===== src/rtl/jpeg_rle_reader.sv =====
// jpeg_rle_reader: walks one quantized 8x8 block from the output memory in
// zigzag order and turns it into JPEG run-length tokens (DC diff, AC, ZRL, EOB).
module jpeg_rle_reader #(
    parameter int AW = 5,
    parameter int CW = 12
) (
    input  logic          clk_i,
    input  logic          rst_i,
    input  logic          start_i,
    input  logic          dc_clr_i,
    output logic          busy_o,
    output logic          done_o,
    output logic [AW-1:0] mem_addr_o,
    input  logic [31:0]   mem_dat_i,
    output logic          tok_valid_o,
    input  logic          tok_ready_i,
    output logic          tok_dc_o,
    output logic          tok_eob_o,
    output logic [3:0]    tok_run_o,
    output logic [3:0]    tok_size_o,
    output logic [CW-1:0] tok_amp_o
);

    localparam int MAXV = (1 << (CW - 1)) - 1;

    // zigzag index -> raster index
    localparam logic [5:0] ZZ [64] = '{
        6'd0,  6'd1,  6'd8,  6'd16, 6'd9,  6'd2,  6'd3,  6'd10,
        6'd17, 6'd24, 6'd32, 6'd25, 6'd18, 6'd11, 6'd4,  6'd5,
        6'd12, 6'd19, 6'd26, 6'd33, 6'd40, 6'd48, 6'd41, 6'd34,
        6'd27, 6'd20, 6'd13, 6'd6,  6'd7,  6'd14, 6'd21, 6'd28,
        6'd35, 6'd42, 6'd49, 6'd56, 6'd57, 6'd50, 6'd43, 6'd36,
        6'd29, 6'd22, 6'd15, 6'd23, 6'd30, 6'd37, 6'd44, 6'd51,
        6'd58, 6'd59, 6'd52, 6'd45, 6'd38, 6'd31, 6'd39, 6'd46,
        6'd53, 6'd60, 6'd61, 6'd54, 6'd47, 6'd55, 6'd62, 6'd63
    };

    typedef enum logic [3:0] {
        S_IDLE, S_RD, S_LAT, S_EVAL, S_ZRL, S_EMIT, S_NEXT, S_EOB, S_DONE
    } state_t;

    typedef struct packed {
        logic          dc;
        logic          eob;
        logic [3:0]    run;
        logic [3:0]    size;
        logic [CW-1:0] amp;
    } tok_t;

    function automatic logic signed [CW-1:0] sat(input int v);
        if (v > MAXV)       return CW'(MAXV);
        else if (v < -MAXV) return CW'(-MAXV);
        else                return CW'(v);
    endfunction

    function automatic logic [3:0] size_of(input logic [CW-1:0] mag);
        logic [3:0] s;
        s = '0;
        for (int b = 0; b < CW; b++) if (mag[b]) s = 4'(b + 1);
        return s;
    endfunction

    // negative values send the ones-complement of |v| trimmed to size bits
    function automatic logic [CW-1:0] amp_of(input logic neg, input logic [CW-1:0] mag,
                                             input logic [3:0] sz);
        logic [CW-1:0] m;
        m = '0;
        for (int b = 0; b < CW; b++) if (b < int'(sz)) m[b] = 1'b1;
        return neg ? (~mag & m) : mag;
    endfunction

    function automatic tok_t mk_tok(input logic dc, input logic eob, input logic [3:0] run,
                                    input logic [3:0] size, input logic [CW-1:0] amp);
        tok_t t;
        t.dc = dc; t.eob = eob; t.run = run; t.size = size; t.amp = amp;
        return t;
    endfunction

    state_t               state_q, state_d;
    logic [5:0]           idx_q, idx_d;
    logic [5:0]           run_q, run_d;
    logic signed [CW-1:0] pred_q, pred_d;
    logic signed [CW-1:0] coef_q, coef_d;
    logic [3:0]           psize_q, psize_d;
    logic [CW-1:0]        pamp_q, pamp_d;
    tok_t                 tok_q, tok_d;

    logic [5:0]           raster;
    logic signed [15:0]   half_w;
    logic signed [CW-1:0] coef_sat, diff_sat;
    logic [CW-1:0]        ac_mag, dc_mag;
    logic [3:0]           ac_size, dc_size;
    logic [CW-1:0]        ac_amp, dc_amp;
    logic [5:0]           run_m16;

    assign raster   = ZZ[idx_q];
    assign half_w   = raster[0] ? mem_dat_i[15:0] : mem_dat_i[31:16];
    assign coef_sat = sat(int'(half_w));
    assign diff_sat = sat(int'(coef_sat) - int'(pred_q));
    assign ac_mag   = coef_sat[CW-1] ? -coef_sat : coef_sat;
    assign dc_mag   = diff_sat[CW-1] ? -diff_sat : diff_sat;
    assign ac_size  = size_of(ac_mag);
    assign dc_size  = size_of(dc_mag);
    assign ac_amp   = amp_of(coef_sat[CW-1], ac_mag, ac_size);
    assign dc_amp   = amp_of(diff_sat[CW-1], dc_mag, dc_size);
    assign run_m16  = run_q - 6'd16;

    assign busy_o      = (state_q != S_IDLE) && (state_q != S_DONE);
    assign done_o      = (state_q == S_DONE);
    assign mem_addr_o  = busy_o ? AW'(raster[5:1]) : '0;
    assign tok_valid_o = (state_q == S_EMIT) || (state_q == S_ZRL) || (state_q == S_EOB);
    assign tok_dc_o    = tok_q.dc;
    assign tok_eob_o   = tok_q.eob;
    assign tok_run_o   = tok_q.run;
    assign tok_size_o  = tok_q.size;
    assign tok_amp_o   = tok_q.amp;

    // next-state, token build and run/predictor bookkeeping
    always_comb begin
        state_d = state_q;
        idx_d   = idx_q;
        run_d   = run_q;
        pred_d  = pred_q;
        coef_d  = coef_q;
        psize_d = psize_q;
        pamp_d  = pamp_q;
        tok_d   = tok_q;
        case (state_q)
            S_IDLE: begin
                if (dc_clr_i) pred_d = '0;
                if (start_i) begin
                    state_d = S_RD;
                    idx_d   = '0;
                    run_d   = '0;
                end
            end
            S_RD:  state_d = S_LAT;
            S_LAT: state_d = S_EVAL;
            S_EVAL: begin
                coef_d = coef_sat;
                if (idx_q == 6'd0) begin
                    tok_d   = mk_tok(1'b1, 1'b0, 4'd0, dc_size, dc_amp);
                    state_d = S_EMIT;
                end else if (coef_sat == '0) begin
                    if (idx_q == 6'd63) begin
                        // trailing zeros collapse into EOB, pending run dropped
                        tok_d   = mk_tok(1'b0, 1'b1, 4'd0, 4'd0, '0);
                        run_d   = '0;
                        state_d = S_EOB;
                    end else begin
                        run_d   = run_q + 6'd1;
                        state_d = S_NEXT;
                    end
                end else begin
                    psize_d = ac_size;
                    pamp_d  = ac_amp;
                    if (run_q >= 6'd16) begin
                        tok_d   = mk_tok(1'b0, 1'b0, 4'd15, 4'd0, '0);
                        state_d = S_ZRL;
                    end else begin
                        tok_d   = mk_tok(1'b0, 1'b0, run_q[3:0], ac_size, ac_amp);
                        run_d   = '0;
                        state_d = S_EMIT;
                    end
                end
            end
            S_ZRL: begin
                if (tok_ready_i) begin
                    if (run_m16 >= 6'd16) begin
                        run_d = run_m16;
                    end else begin
                        tok_d   = mk_tok(1'b0, 1'b0, run_m16[3:0], psize_q, pamp_q);
                        run_d   = '0;
                        state_d = S_EMIT;
                    end
                end
            end
            S_EMIT: begin
                if (tok_ready_i) begin
                    if (tok_q.dc) pred_d = coef_q;
                    state_d = S_NEXT;
                end
            end
            S_NEXT: begin
                if (idx_q == 6'd63) state_d = S_DONE;
                else begin
                    idx_d   = idx_q + 6'd1;
                    state_d = S_RD;
                end
            end
            S_EOB: if (tok_ready_i) state_d = S_DONE;
            S_DONE: begin
                tok_d   = '0;
                state_d = S_IDLE;
            end
            default: state_d = S_IDLE;
        endcase
    end

    // state registers with synchronous reset
    always_ff @(posedge clk_i) begin
        if (rst_i) begin
            state_q <= S_IDLE;
            idx_q   <= '0;
            run_q   <= '0;
            pred_q  <= '0;
            coef_q  <= '0;
            psize_q <= '0;
            pamp_q  <= '0;
            tok_q   <= '0;
        end else begin
            state_q <= state_d;
            idx_q   <= idx_d;
            run_q   <= run_d;
            pred_q  <= pred_d;
            coef_q  <= coef_d;
            psize_q <= psize_d;
            pamp_q  <= pamp_d;
            tok_q   <= tok_d;
        end
    end

endmodule


===== config.mk =====
export PLATFORM = sky130hd
export DESIGN_NAME = jpeg_rle_reader
export DESIGN_NICKNAME = d
export VERILOG_FILES = /design/src/rtl/jpeg_rle_reader.sv
export SDC_FILE = /design/constraint.sdc
export NUM_CORES = 1
export LEC_CHECK = 0
export CAP_MARGIN = 40
export CORE_UTILIZATION = 55
export DETAILED_ROUTE_END_ITERATION = 16
export DONT_BUFFER_PORTS = 1
export GPL_TIMING_DRIVEN = 1
export PLACE_DENSITY = 0.7
export SYNTH_ARGS = -nofsm -noshare
export SYNTH_HDL_FRONTEND = slang
export SYNTH_SLANG_ARGS = --single-unit

===== constraint.sdc =====
create_clock -name clk_i -period 8.93 [get_ports clk_i]
set_input_delay 2.2325 -clock clk_i [delete_from_list [all_inputs] [get_ports clk_i]]
set_output_delay 2.2325 -clock clk_i [all_outputs]
set_load 0.02 [all_outputs]

==> parameters.txt <==
Parameter                              Value

Status
  Outcome    finished clean

Synthesis
  Most common flop cell mapped by yosys    sky130_fd_sc_hd__dfxtp_1
  Number of flops mapped to enable cells by yosys    0
  Proportion of synthesized chip area in sequential cells    19.5%
  Cell Area, Synth    7990 sq um
  Mean instance size in the synthesized netlist    7.20 sq um
  YS warnings    0
  Number of cells produced by synthesis    1,110
  Number of storage elements in the synthesis netlist    78
  Post-synthesis net count    1,182
  Yosys cell types    106
  Share of flip-flops with an asynchronous set or reset    0%

Die
  Effective utilization at floorplan    56.9%
  Height of the chip    123 microns
  FP Rows    43
  Die outline area    15,000 sq um
  Core area    14,000 sq um
  Chip Width    123 microns
  Number of top-level pins    67

Place
  Count of input and output buffers    0
  Cell count after placement    1,256
  Global placement routability congestion    1.00
  Dpl hpwl    19,900 microns

Clock tree
  Count of hold buffers inserted by post-cts repair    0
  Root buffer cell    sky130_fd_sc_hd__clkbuf_16
  Maximum count of clock buffers along a single path    2
  Latest clock arrival within the worst-skew pair    0.35 ns
  Setup bufs post-CTS    0
  Cts repair resizes    0
  CTS HTree Levels    3
  CTS sink cnt    78
  Number of buffers created by CTS    9
  Clock tree from TritonCTS    yes
  Post-CTS clock slew at the launch and capture registers of the worst setup and hold paths    0.06 ns

Drt
  Number of search-and-repair iterations in the first detailed-routing pass    5
  Number of violations reported at the end of detailed-routing iteration 0    825
  Number of remaining DRC errors    0
  Vias per inst    6.77
  Antenna Violating Nets Remaining    0
  Final Routed Wirelength    26,400 microns
  Vias    8,614
  Wire length per cell after detailed routing    20.7 microns

Timing
  TNS Setup    0 ns
  Least-Margin Pin Slew    0.992 ns
  Max-slew violation count    0
  Fin Clk Skew    0.00738 ns
  Final setup violation count    0
  Max-slew headroom at the worst pin    33.7%
  Clock period minus worst slack    8.35 ns
  Hold Fails Final Rpt    0
  Setup repair after global routing missed its margin    false
  Fmax    120 MHz
  Final period utilization    93.5%

Pwr
  Net switching fraction of the power    45.7%
  Power density relative to cell area    199 nW/um^2
  Net switching power    0.000770 W
  Clock Power Share    24.0%
  Maximum vdd drop    0.0000990 V
  Leakage    2.84 nW
  Sequential Power Share    29.1%
  Part of the power in combinational logic    46.9%
  Internal power    0.000917 W

Setup path
  Worst R2R End    tok_amp_o[0]
  Setup crit start    mem_dat_i[5]
  Worst flop-to-flop path startpoint    idx_q[0]
  Slack of the worst reg-to-reg path    0.85 ns
  FF-to-FF path depth    27
  Cell with the biggest individual delay on the critical path    sky130_fd_sc_hd__or4_4
  CP Data Required Time    9.14 ns
  Launching element type of the critical path    primary input
  Arrival @ worst endpoint    8.56 ns
  End point of the critical path    tok_amp_o[0]
  Capturing element type of the critical path    flip-flop
  Crit path max fanout    10
  Kind of critical path    primary input to flip-flop
  Highest cell delay on the worst timing path    0.55 ns

Finish
  Commonest non-fill, non-tap cell in the layout    sky130_fd_sc_hd__nor2_1
  Storage element area    1560 sq um
  Layout Cells excl Fill    1,272
  Most frequent cells in the layout    sky130_fd_sc_hd__nor2_1, sky130_fd_sc_hd__nand2_1, sky130_fd_sc_hd__a21oi_1, sky130_fd_sc_hd__dfxtp_1, sky130_fd_sc_hd__o21ai_0
  Share of final-layout standard cells stronger than drive strength 1    10.9%
  Total area of multi-input combinational cells    5940 sq um
  Synthesis-to-finish area growth    6.04%
  Final Net Count    1,159
  Antenna Diode Count    0
  FILL cells    1,349

GRT
  Vias in the first global route    7,824
  Number of antenna violations at the first check in global routing    0
  Overall routing resource usage    35.3%
  Fraction of met2 tracks used by global routing    56.3%
  Met1 GRT Util    46.6%
  Pin count of the biggest net entering global routing    76
  Global route total overflow    0
  Top Usage Layer GRT    met2
  Met3 layer usage reported by global route    5.81%
  Global-route wire length before repair    41,700 microns

Hold path
  Class of the most critical hold timing path    flip-flop to flip-flop

Job
  Max-Cap Viols    0
## cell type report
class / count / share of cell area, %
Timing Repair Buffer: 34 / 3.10
Inverter: 44 / 1.98
Multi-Input combinational cell: 920 / 70.0
Clock buffer: 10 / 2.70
Tap cell: 180 / 2.66
Sequential cell: 78 / 18.4
Clock inverter: 6 / 1.09
## power groups by stage
stage	registers (W)	logic [W]	clock network, W
floorplan	0.000470	0.000580	0
CTS	0.000491	0.000776	0.000406
finish	0.000491	0.000791	0.000404
detailed placement	0.000499	0.000771	0
global route	0.000499	0.000854	0.000420
global placement	0.000498	0.000763	0
## metrics by stage
stage	utilization (%)	setup WS [ns]	total power, W	hold WS [ns]	instance area [sq um]
after floorplan	-	0.776	0.00105	0.432	7990
after global placement	57.9	0.560	0.00126	0.434	8130
after detailed placement	58.1	0.368	0.00127	0.437	8150
after CTS	60.3	0.718	0.00167	0.446	8470
after global routing	60.3	0.245	0.00177	0.468	8470
final	60.3	0.579	0.00169	0.448	8470
## Yosys cell counts, types with 6 or more instances
| master | n | area, sq um |
|---|---|---|
| sky130_fd_sc_hd__nand2_1 | 115 | 432 |
| sky130_fd_sc_hd__buf_2 | 13 | 65.1 |
| sky130_fd_sc_hd__nor3_1 | 43 | 215 |
| sky130_fd_sc_hd__nor2_1 | 129 | 484 |
| sky130_fd_sc_hd__o211ai_1 | 20 | 150 |
| sky130_fd_sc_hd__a21oi_1 | 94 | 470 |
| sky130_fd_sc_hd__clkbuf_1 | 41 | 154 |
| sky130_fd_sc_hd__a21o_1 | 7 | 52.6 |
| sky130_fd_sc_hd__a32oi_1 | 6 | 52.6 |
| sky130_fd_sc_hd__nand3b_1 | 6 | 45.0 |
| sky130_fd_sc_hd__o2111ai_1 | 8 | 70.1 |
| sky130_fd_sc_hd__mux2i_1 | 12 | 120 |
| sky130_fd_sc_hd__nand4_1 | 8 | 50.1 |
| sky130_fd_sc_hd__xnor2_1 | 7 | 61.3 |
| sky130_fd_sc_hd__ha_1 | 34 | 425 |
| sky130_fd_sc_hd__buf_4 | 7 | 52.6 |
| sky130_fd_sc_hd__a211oi_1 | 32 | 240 |
| sky130_fd_sc_hd__o21ai_1 | 10 | 50.1 |
| sky130_fd_sc_hd__nor2b_1 | 7 | 43.8 |
| sky130_fd_sc_hd__nand3_1 | 45 | 225 |
| sky130_fd_sc_hd__a31oi_1 | 19 | 119 |
| sky130_fd_sc_hd__o22ai_1 | 9 | 56.3 |
| sky130_fd_sc_hd__dfxtp_1 | 78 | 1560 |
| sky130_fd_sc_hd__or4_1 | 10 | 75.1 |
| sky130_fd_sc_hd__and3_1 | 9 | 56.3 |
| sky130_fd_sc_hd__nand2b_1 | 12 | 75.1 |
| sky130_fd_sc_hd__and4_1 | 6 | 52.6 |
| sky130_fd_sc_hd__nor4_1 | 10 | 62.6 |
| sky130_fd_sc_hd__o21ai_0 | 65 | 325 |
| sky130_fd_sc_hd__inv_1 | 41 | 154 |
| sky130_fd_sc_hd__or3_1 | 16 | 100 |
| sky130_fd_sc_hd__o31ai_1 | 8 | 60.1 |
| sky130_fd_sc_hd__and2_1 | 13 | 81.3 |
| sky130_fd_sc_hd__o21a_1 | 15 | 113 |
| sky130_fd_sc_hd__a311oi_1 | 7 | 61.3 |
| sky130_fd_sc_hd__a221oi_1 | 8 | 70.1 |
## worst max-delay path, delay by kind of cell
kind                       cells  cell delay [ns]
and+or+nand+nor                7             1.79
AOI/OAI and AO/OA             15             3.80
adders and majority gates      2             0.66
buffers and inverters          1             0.07
## logic make-up after synthesis
logic type | share of synthesized area [%]
buffers and inverters | 6.29
AND/OR/NAND/NOR | 28.8
multiplexers | 2.49
AO/OA/AOI/OAI | 36.2
flip-flops | 19.5
XOR/XNOR | 1.08
adder cells (fa/ha/maj) | 5.57
## flip-flops by register name (all words and copies together), names as in the netlist
name	count
coef_q	12
idx_q	6
pamp_q	12
pred_q	12
psize_q	4
run_q	6
state_q	4
tok_amp_o	12
tok_dc_o	1
tok_eob_o	1
tok_run_o	4
tok_size_o	4
## how the worst min path moves through the flow
| stage | start | end | slack [ns] | depth (start not counted) |
|---|---|---|---|---|
| floorplan | pred_q[10] | pred_q[10] | 0.43 | 2 |
| global placement | pred_q[3] | pred_q[3] | 0.43 | 2 |
| detailed placement | pred_q[2] | pred_q[2] | 0.44 | 2 |
| CTS | pred_q[2] | pred_q[2] | 0.45 | 2 |
| global route | pred_q[8] | pred_q[8] | 0.47 | 2 |
| finish | pred_q[9] | pred_q[9] | 0.45 | 2 |
## metal layers
| metal | routed length, microns | up-vias | part of all wire (%) |
|---|---|---|---|
| met5 | 0 | - | 0 |
| met4 | 1030 | 0 | 3.9 |
| met3 | 2140 | 85 | 8.1 |
| met2 | 11700 | 430 | 44 |
| met1 | 11500 | 3970 | 44 |
| li1 | - | 4129 | - |
(Power assumes the default switching activity.)
